===== config.mk =====
export PLATFORM = sky130hd
export DESIGN_NAME = lzx_4511_scan_ctrl
export DESIGN_NICKNAME = d
export VERILOG_FILES = /design/src/rtl/lzx_4511_scan_ctrl.sv
export SDC_FILE = /design/constraint.sdc
export NUM_CORES = 1
export LEC_CHECK = 0
export CORE_UTILIZATION = 30
export DETAILED_ROUTE_END_ITERATION = 16
export PLACE_DENSITY = 0.52
export SYNTH_ARGS = -nofsm -noshare
export SYNTH_HDL_FRONTEND = slang
export SYNTH_SLANG_ARGS = --single-unit

===== constraint.sdc =====
create_clock -name clk -period 2.8 [get_ports clk]
set_clock_uncertainty 0.2 [all_clocks]
set_input_delay 0.7 -clock clk [delete_from_list [all_inputs] [get_ports clk]]
set_output_delay 0.7 -clock clk [all_outputs]
set_load 0.01 [all_outputs]

===== src/rtl/lzx_4511_scan_ctrl.sv =====
// Scan controller sharing one 74HC4511 BCD decoder across NUM_DIGITS multiplexed digits.
// Blanks at each digit changeover, runs a lamp test after reset or on request, and swaps data only at frame boundaries.
module lzx_4511_scan_ctrl #(
    parameter int NUM_DIGITS = 4,
    parameter int DWELL      = 1000,
    parameter int BLANK      = 16,
    parameter int LT_CYCLES  = 1000
) (
    input  logic                    clk,
    input  logic                    rst,
    input  logic                    en,
    input  logic [4*NUM_DIGITS-1:0] digits_in,
    input  logic                    load,
    input  logic                    lamp_test_req,
    output logic                    BI_n,
    output logic                    LT_n,
    output logic                    LE,
    output logic [3:0]              D,
    output logic [NUM_DIGITS-1:0]   dig_sel,
    output logic                    frame_done
);

    localparam int M1   = (DWELL > BLANK) ? DWELL : BLANK;
    localparam int CMAX = (M1 > LT_CYCLES) ? M1 : LT_CYCLES;
    localparam int CW   = $clog2(CMAX + 1);
    localparam int IW   = (NUM_DIGITS > 1) ? $clog2(NUM_DIGITS) : 1;
    localparam logic [IW-1:0] LAST = IW'(NUM_DIGITS - 1);

    // S_RST holds the reset output values while rst is asserted; it always hands over to the reset lamp test.
    typedef enum logic [2:0] {S_RST, S_LAMP, S_BLANK, S_SHOW, S_IDLE} state_t;

    typedef logic [NUM_DIGITS-1:0][3:0] bcd_vec_t;

    state_t          st, nst;
    logic [IW-1:0]   idx, nidx;
    logic [CW-1:0]   cnt, ncnt;
    logic            lamp_rst, nlr;
    bcd_vec_t        staged, shadow, nshadow;
    logic            pending;
    logic            boundary;

    always_comb begin
        nst  = st;
        nidx = idx;
        nlr  = lamp_rst;
        case (st)
            S_RST: begin
                nst = S_LAMP;
                nlr = 1'b1;
            end
            S_LAMP: begin
                // The reset lamp test is timed and ignores the request; a requested one follows the level.
                if (lamp_rst ? (cnt == CW'(LT_CYCLES - 1)) : !lamp_test_req) begin
                    nst  = en ? S_BLANK : S_IDLE;
                    nidx = '0;
                    nlr  = 1'b0;
                end
            end
            default: begin
                if (lamp_test_req) begin
                    nst  = S_LAMP;
                    nidx = '0;
                end else if (!en) begin
                    nst  = S_IDLE;
                    nidx = '0;
                end else if (st == S_IDLE) begin
                    nst  = S_BLANK;
                    nidx = '0;
                end else if (st == S_BLANK) begin
                    if (cnt == CW'(BLANK - 1))
                        nst = S_SHOW;
                end else if (cnt == CW'(DWELL - 1)) begin
                    nst  = S_BLANK;
                    nidx = (idx == LAST) ? '0 : idx + IW'(1);
                end
            end
        endcase
        ncnt = (nst != st) ? '0 : cnt + CW'(1);
    end

    // Leaving the last digit's SHOW, or entering BLANK of digit 0 from anywhere else, starts a new frame.
    always_comb begin
        boundary = ((st == S_SHOW) && (idx == LAST) && (nst != S_SHOW)) ||
                   ((nst == S_BLANK) && (nidx == '0) && (st != S_BLANK));
        nshadow = shadow;
        if (boundary) begin
            if (load)
                nshadow = digits_in;
            else if (pending)
                nshadow = staged;
        end
    end

    always_ff @(posedge clk) begin
        if (rst) begin
            st         <= S_RST;
            idx        <= '0;
            cnt        <= '0;
            lamp_rst   <= 1'b0;
            staged     <= '0;
            pending    <= 1'b0;
            shadow     <= '0;
            BI_n       <= 1'b0;
            LT_n       <= 1'b1;
            LE         <= 1'b0;
            D          <= 4'd0;
            dig_sel    <= '0;
            frame_done <= 1'b0;
        end else begin
            st       <= nst;
            idx      <= nidx;
            cnt      <= ncnt;
            lamp_rst <= nlr;
            shadow   <= nshadow;
            if (boundary) begin
                pending <= 1'b0;
            end else if (load) begin
                staged  <= digits_in;
                pending <= 1'b1;
            end

            // Outputs are decoded from the next state so they line up with the state register.
            BI_n       <= 1'b0;
            LT_n       <= 1'b1;
            LE         <= 1'b0;
            D          <= 4'd0;
            dig_sel    <= '0;
            frame_done <= 1'b0;
            case (nst)
                S_LAMP: begin
                    BI_n    <= 1'b1;
                    LT_n    <= 1'b0;
                    dig_sel <= '1;
                end
                S_BLANK: begin
                    D <= nshadow[nidx];
                end
                S_SHOW: begin
                    BI_n       <= 1'b1;
                    LE         <= 1'b1;
                    D          <= nshadow[nidx];
                    dig_sel    <= NUM_DIGITS'(1) << nidx;
                    frame_done <= (nidx == LAST) && (ncnt == CW'(DWELL - 1));
                end
                default: ;
            endcase
        end
    end

endmodule


==> results of run 1 <==
power groups by stage:
stage                     clock (mW)  combinational (mW)  sequential [mW]
after CTS                      0.851               0.281            0.921
final                          0.828               0.298            0.921
after detailed placement           0               0.279            0.940
after global routing           0.886               0.324            0.924
after floorplan                    0               0.144            0.939
after global placement             0               0.278            0.939
per-stage QoR:
stage                TNS, ns  power [mW]  hold WS, ns
floorplan           -0.05612       1.083       0.2312
global placement      -20.55       1.217       0.2387
detailed placement    -22.81       1.220       0.2436
CTS                 -0.02477       2.054       0.2518
global route          -1.517       2.134       0.2722
finish              -0.02788       2.047       0.2511
cells by family after synthesis:
group	Yosys count	synth area share, %
buf+inv	32	4.872
fa+ha+maj	2	0.7857
compound gates	98	22.20
simple gates	149	26.05
flops	61	38.35
xor+xnor	11	3.025
mux	15	4.715
layout make-up:
type                            instances  share of cell area, %
Clock buffer                           13                  3.691
Clock inverter                          3                 0.9295
Sequential cell                        61                  26.85
Tap cell                              136                  3.718
Timing Repair Buffer                  108                  21.13
Multi-Input combinational cell        275                  42.95
Inverter                                9                 0.7381
repair_timing:
action | in CTS | in global routing
pin swaps | 0 | 2
hold buffers | 0 | 0
setup endpoints to repair | 38 | 37
gates cloned | 0 | 1
resized for setup | 6 | 24
buffers inserted | 0 | 3
worst register-to-register path: stages, from the launching register on:
cell and delay (ns):
dfxtp_2 0.34, ha_4 0.16, nand4_1 0.09, buf_6 0.15
nor4_4 0.06, or3b_2 0.50, and2_1 0.20, or2_1 0.28
or4_4 0.55, nor4_2 0.23
cell usage after synthesis (8+ instances only):
library cell / n
mux2i_1: 15
o221ai_1: 8
nor3b_1: 9
clkbuf_1: 12
o21ai_0: 10
nand2_1: 21
dfxtp_1: 61
nor2_1: 44
nand3_1: 14
inv_1: 8
nand2b_1: 13
o22ai_1: 8
a21oi_1: 21
worst min path at each step:
stage	end	slack (ns)	cells past startpoint
2_1_floorplan	staged[12]	0.23	2
3_3_place_gp	staged[14]	0.24	2
3_5_place_dp	staged[12]	0.24	2
4_1_cts	staged[12]	0.25	2
5_1_grt	staged[7]	0.27	2
6_report	staged[15]	0.25	2
sequential cells by signal (all words and copies together), names as in the netlist:
name        flops
cnt            10
lamp_rst        1
st              3
BI_n            1
idx             2
shadow         16
staged         16
D               4
LT_n            1
pending         1
frame_done      1
LE              1
dig_sel         4
layer usage:
layer	up-vias	wire [um]	track usage, %
met3	15	229	3.618
met2	47	4596	28.00
met5	-	0	0
met4	0	142	6.942
li1	1552	-	-
met1	1476	4455	21.78
==> impl_metrics.tcl, run 1 <==
set metrics [dict create \
    run_status "finished with violations" \
    violations "negative setup slack" \
    synth_area_leader_cell "dfxtp_1" \
    hp-class "flip-flop to flip-flop" \
    n_antenna_cell 0 \
    antenna_found_initial 0 \
    fin_crit_ns 2.828 \
    p_int_mw 1.533 \
    rsz0062_at_grt "yes" \
    regArea_um2 1229 \
    reg2reg_to "frame_done" \
    coreArea_um2 10320 \
    slew_headroom_pct 56.75 \
    syn_area_um2 3184 \
    clock_latency_ns 0.34 \
    worst_ir_drop_vdd_v 0.0002093 \
    dr.pass1.iters 4 \
    clk_pin_slew_ns 0.07 \
    yosysWarnings 0 \
    finalCritPeriodShare_pct 101.0 \
    fin_cells 605 \
    cts_tree "done" \
    crit_start "cnt[0]" \
    cts.sinks 61 \
    route.detailed.drc 0 \
    fillers 1005 \
    area_growth_pct 43.73 \
    cts_made_buffers 9 \
    vias_per_cell 5.107 \
    setup_violations 1 \
    clkPwrFrac_pct 40.4 \
    die_w_um 105.0 \
    synth_area_leaders "dfxtp_1, nor2_1, mux2i_1" \
    synth_top_area_share_pct 38.35 \
    syn_inst 368 \
    port_buffers 32 \
    rr_worst_depth 9 \
    routedWlPerCell_um 15.58 \
    hold_viol 0 \
    synth.distinct_cells 70 \
    drt_iter0_markers 115 \
    syn_nets 391 \
    synth_ff_type "dfxtp_1" \
    final.setup.worst_slack_ns -0.02788 \
    ctsHtreeMaxLevel 3 \
    final_max_slew_viol_count 0 \
    path_delay_family "simple AND/OR/NAND/NOR gates" \
    postRouteWirelength_um 9423 \
    mostFrequentLayoutCell "buf_4" \
    cp_max_fo 5 \
    synth-edff-count 0 \
    maxCapViolCount 0 \
    grt_start_max_net_pins 33 \
    power.leakage_nw 1.790 \
    drive_gt1_share_pct 28.14 \
    regToRegStartpoint "cnt[0]" \
    ys_async_sr_fraction_pct 0 \
    start_kind "flip-flop" \
    fp.dieH_um 105.0 \
    tightest_slew_ns 0.6487 \
    p_seq_share_pct 45.0 \
    hpwlAfterDp_um 6714 \
    crit_buf_inv 1 \
    ioPinCount 33 \
    cp-endpoint "frame_done" \
    grt_pass1_wl_um 14700 \
    regToRegSetupSlack_ns -0.03 \
    final_cell_mix "buf_4, dfxtp_1, nor2_1, clkdlybuf4s50_1" \
    place_inst 585 \
    ant_nets 0 \
    via_count 3090 \
    critical_path_required_ns 2.85 \
    crit_path_end_kind "flip-flop" \
    syn_area_per_cell_um2 8.653 \
    synth.ff_latch_count 61 \
    num_rows 37 \
    seq_area_frac_synth_pct 38.35 \
    dieArea_um2 11030 \
    pwr-share-comb_pct 14.6 \
    grt_overflow 0 \
    power.share.switching_pct 25.11 \
    crit_type "flip-flop to flip-flop" \
    achievable-frequency_mhz 353.6 \
    cp_num_cells 9 \
    crit_chain "ha_4, nand4_1, buf_6, nor4_4, or3b_2, and2_1, or2_1, or4_4, nor4_2" \
    dpl_cell_area_um2 4179 \
    track_usage_pct 17.10 \
    cts_buffer_depth 2 \
    root_buffer "clkbuf_8" \
    final_util_pct 44.33 \
    place_ws_ns -0.6322 \
    gp_congestion 0.8514 \
    min-delay-start "staged[15]" \
    nNetsFinal 487 \
    p_per_area_nw_per_um2 447.2 \
    grt_pass1_vias 2994 \
    cp.arrival_ns 2.88 \
    cpPeakStageDelay_ns 0.55 \
    cp_slowest_cell "or4_4" \
    switchingPower_uw 514.0 \
    postLayoutCellArea_um2 4577 \
    initial_utilization_pct 30.84 \
    multi_input_area_um2 1966 \
]
Power figures use the tool's default switching activity.
==> run 2, diff against run 1 <==
--- a/config.mk
+++ b/config.mk
@@ -5,9 +5,10 @@
 export SDC_FILE = /design/constraint.sdc
 export NUM_CORES = 1
 export LEC_CHECK = 0
-export CORE_UTILIZATION = 30
+export ABC_AREA = 1
+export CORE_UTILIZATION = 51
 export DETAILED_ROUTE_END_ITERATION = 16
-export PLACE_DENSITY = 0.52
+export PLACE_DENSITY = 0.79
 export SYNTH_ARGS = -nofsm -noshare
 export SYNTH_HDL_FRONTEND = slang
 export SYNTH_SLANG_ARGS = --single-unit
==> constraint.sdc (replaced) <==
create_clock -name clk -period 2.8 [get_ports clk]
set_clock_uncertainty 0.2 [all_clocks]
set_input_delay 0.7 -clock clk [delete_from_list [all_inputs] [get_ports clk]]
set_output_delay 0.7 -clock clk [all_outputs]
set_load 0.1 [all_outputs]
==> impl_metrics.tcl, run 2 <==
set metrics [dict create \
    yosysWarnings 0 \
    cts_buffer_depth 2 \
    synth_area_leader_cell "dfxtp_1" \
    worst_ir_drop_vdd_v 0.0004013 \
    cts.sinks 61 \
    final_max_slew_viol_count 0 \
    grt_start_max_net_pins 34 \
    syn_nets 487 \
    critical_path_required_ns 2.84 \
    cts_hold_buf 0 \
    cts_resized 0 \
    postRouteWirelength_um 7651 \
    crit_type "input port to flip-flop" \
    root_buffer "clkbuf_8" \
    initial_utilization_pct 53.95 \
    cts_tree "done" \
    grt_overflow 0 \
    synth_area_leaders "dfxtp_1, nand2_1, nor2_1" \
    final_cell_mix "nand2_1, dfxtp_1, nor2_1, inv_1, buf_4" \
    clock_latency_ns 0.34 \
    area_growth_pct 26.06 \
    port_buffers 32 \
    finalCritPeriodShare_pct 92.79 \
    cp_slowest_cell "clkdlybuf4s50_1" \
    cpPeakStageDelay_ns 0.47 \
    switchingPower_uw 715.4 \
    yosys-top-cells-count "nand2_1, dfxtp_1, nor2_1" \
    crit_path_end_kind "flip-flop" \
    min-delay-start "staged[2]" \
    grt_pass1_wl_um 12660 \
    regToRegSetupSlack_ns 0.33 \
    ctsHtreeMaxLevel 3 \
    slew_headroom_pct 65.43 \
    top_regs "shadow (16), staged (16), cnt (10)" \
    cp_max_fo 8 \
    antenna_found_initial 0 \
    clkPwrFrac_pct 36.3 \
    tightest_slew_ns 0.5180 \
    power.share.switching_pct 31.54 \
    run_status "finished, final reports clean" \
    whs_path_depth 2 \
    ant_nets 0 \
    achievable-frequency_mhz 384.9 \
    rsz0062_at_grt "no" \
    track_usage_pct 25.02 \
    synth-edff-count 0 \
    coreArea_um2 6026 \
    ys_async_sr_fraction_pct 0 \
    cts_made_buffers 9 \
    power.leakage_nw 1.874 \
    crit_buf_inv 3 \
    drt_iter0_markers 227 \
    die_w_um 81.84 \
    maxCapViolCount 0 \
    reg2reg_to "D[0]" \
    regToRegStartpoint "cnt[0]" \
    hp-class "flip-flop to flip-flop" \
    postCtsSetupBuffers 0 \
    hold_viol 0 \
    fp.dieH_um 81.84 \
    synth_ff_type "dfxtp_1" \
    path_delay_family "simple AND/OR/NAND/NOR gates" \
    setup_violations 0 \
    vias_per_cell 5.044 \
    nNetsFinal 553 \
    worst_hold_slack_ns 0.2497 \
    seq_area_frac_synth_pct 37.57 \
    start_kind "input port" \
    fin_crit_ns 2.598 \
    place_ws_ns -0.1434 \
    synth_most_common_cell "nand2_1" \
    syn_area_um2 3251 \
    via_count 3077 \
    n_antenna_cell 0 \
    rr_worst_depth 17 \
    crit_chain "clkdlybuf4s50_1, inv_1, or2_2, nand3_2, nand2_2, nand2_4, nand3_2, nand2_4, buf_4, nand3_1, nand3_1, nand2_1, nor2_1, nor2_1" \
    cp.arrival_ns 2.64 \
    ioPinCount 33 \
    gp_congestion 0.8980 \
    final.setup.worst_slack_ns 0.2020 \
    syn_area_per_cell_um2 7.006 \
    route.detailed.drc 0 \
    dr.pass1.iters 5 \
    pwr-share-comb_pct 21.9 \
    p_int_mw 1.553 \
    drive_gt1_share_pct 19.63 \
    routedWlPerCell_um 12.54 \
    syn_inst 464 \
    dieArea_um2 6697 \
    p_per_area_nw_per_um2 553.6 \
    grt_pass1_vias 2800 \
    synth_top_area_share_pct 37.57 \
    num_rows 28 \
    hpwlAfterDp_um 5460 \
    clk_pin_slew_ns 0.07 \
    p_seq_share_pct 41.8 \
    mostFrequentLayoutCell "nand2_1" \
    synth.distinct_cells 30 \
    synth.ff_latch_count 61 \
    holdPathEnd "staged[2]" \
]
==> run 2: cell count changes in the layout (fill, tap and decap cells not counted), sizes merged, moves of 21 or more <==
cell	before	now
o21ai	13	37
buf	75	50
nand2	21	115
inv	8	61
nor2	46	67
nand3	14	50
==> run 2: worst max path at each step <==
stage | startpoint | cells past startpoint | slack (ns) | endpoint
6_report | lamp_test_req | 14 | 0.20 | D[1]
5_1_grt | lamp_test_req | 15 | 0.03 | D[2]
4_1_cts | lamp_test_req | 15 | 0.22 | D[0]
3_5_place_dp | lamp_test_req | 15 | -0.14 | D[0]
3_3_place_gp | lamp_test_req | 14 | -0.09 | D[2]
2_1_floorplan | lamp_test_req | 15 | 0.40 | D[1]
==> run 2: cell type report <==
cell class	count	area, um^2
clock buffer	11	151.4
clock inverter	5	58.81
fill	505	1928
inverter	61	229.0
multi-input combinational	327	1718
sequential	61	1221
tap	75	93.84
timing repair buffer	70	625.6
==> run 2: kinds of logic after synthesis <==
| kind of cell | count (synthesis) | share of synthesized area, % |
|---|---|---|
| and+or+nand+nor | 246 | 36.64 |
| buffers and inverters | 76 | 9.584 |
| DFF | 61 | 37.57 |
| AOI/OAI and AO/OA | 56 | 8.622 |
| muxes | 16 | 4.927 |
| xor gates and xnor gates | 7 | 1.886 |
| adders and majority gates | 2 | 0.7697 |
==> run 2: power by group through the flow <==
| stage | clock network (mW) | logic [mW] | registers, mW |
|---|---|---|---|
| after floorplan | 0 | 0.221 | 1.08 |
| after global placement | 0 | 0.481 | 0.964 |
| after detailed placement | 0 | 0.491 | 0.967 |
| after CTS | 0.830 | 0.495 | 0.947 |
| after global routing | 0.872 | 0.538 | 0.954 |
| final | 0.824 | 0.497 | 0.947 |
==> run 2: routing by layer <==
metal / routed length [um] / track usage, % / part of all wire (%) / vias up
met2: 3577 / 38.68 / 47 / 87
met4: 142 / 12.28 / 1.9 / 0
li1: - / - / - / 1606
met3: 364 / 5.556 / 4.8 / 18
met5: 0 / 0 / 0 / -
met1: 3567 / 32.70 / 47 / 1366
==> run 2: worst reg2reg max path: cells and delay by family (launching register included) <==
| kind | cells | cell delay [ns] |
|---|---|---|
| flip-flops | 1 | 0.35 |
| buffers and inverters | 1 | 0.15 |
| AND/OR/NAND/NOR | 15 | 1.44 |
| adder cells (fa/ha/maj) | 1 | 0.23 |
==> run 2: through the flow <==
stage          cell area [um^2]  utilization, %  std cells  total power [mW]  setup TNS [ns]
6_report                   4098           68.00        610             2.268               0
5_1_grt                    4098           68.00        610             2.363               0
4_1_cts                    4098           68.00        610             2.273               0
3_5_place_dp               3887           64.51        594             1.458          -3.136
3_3_place_gp               3887           64.51        594             1.445          -1.307
2_1_floorplan              3251               -        464             1.300               0
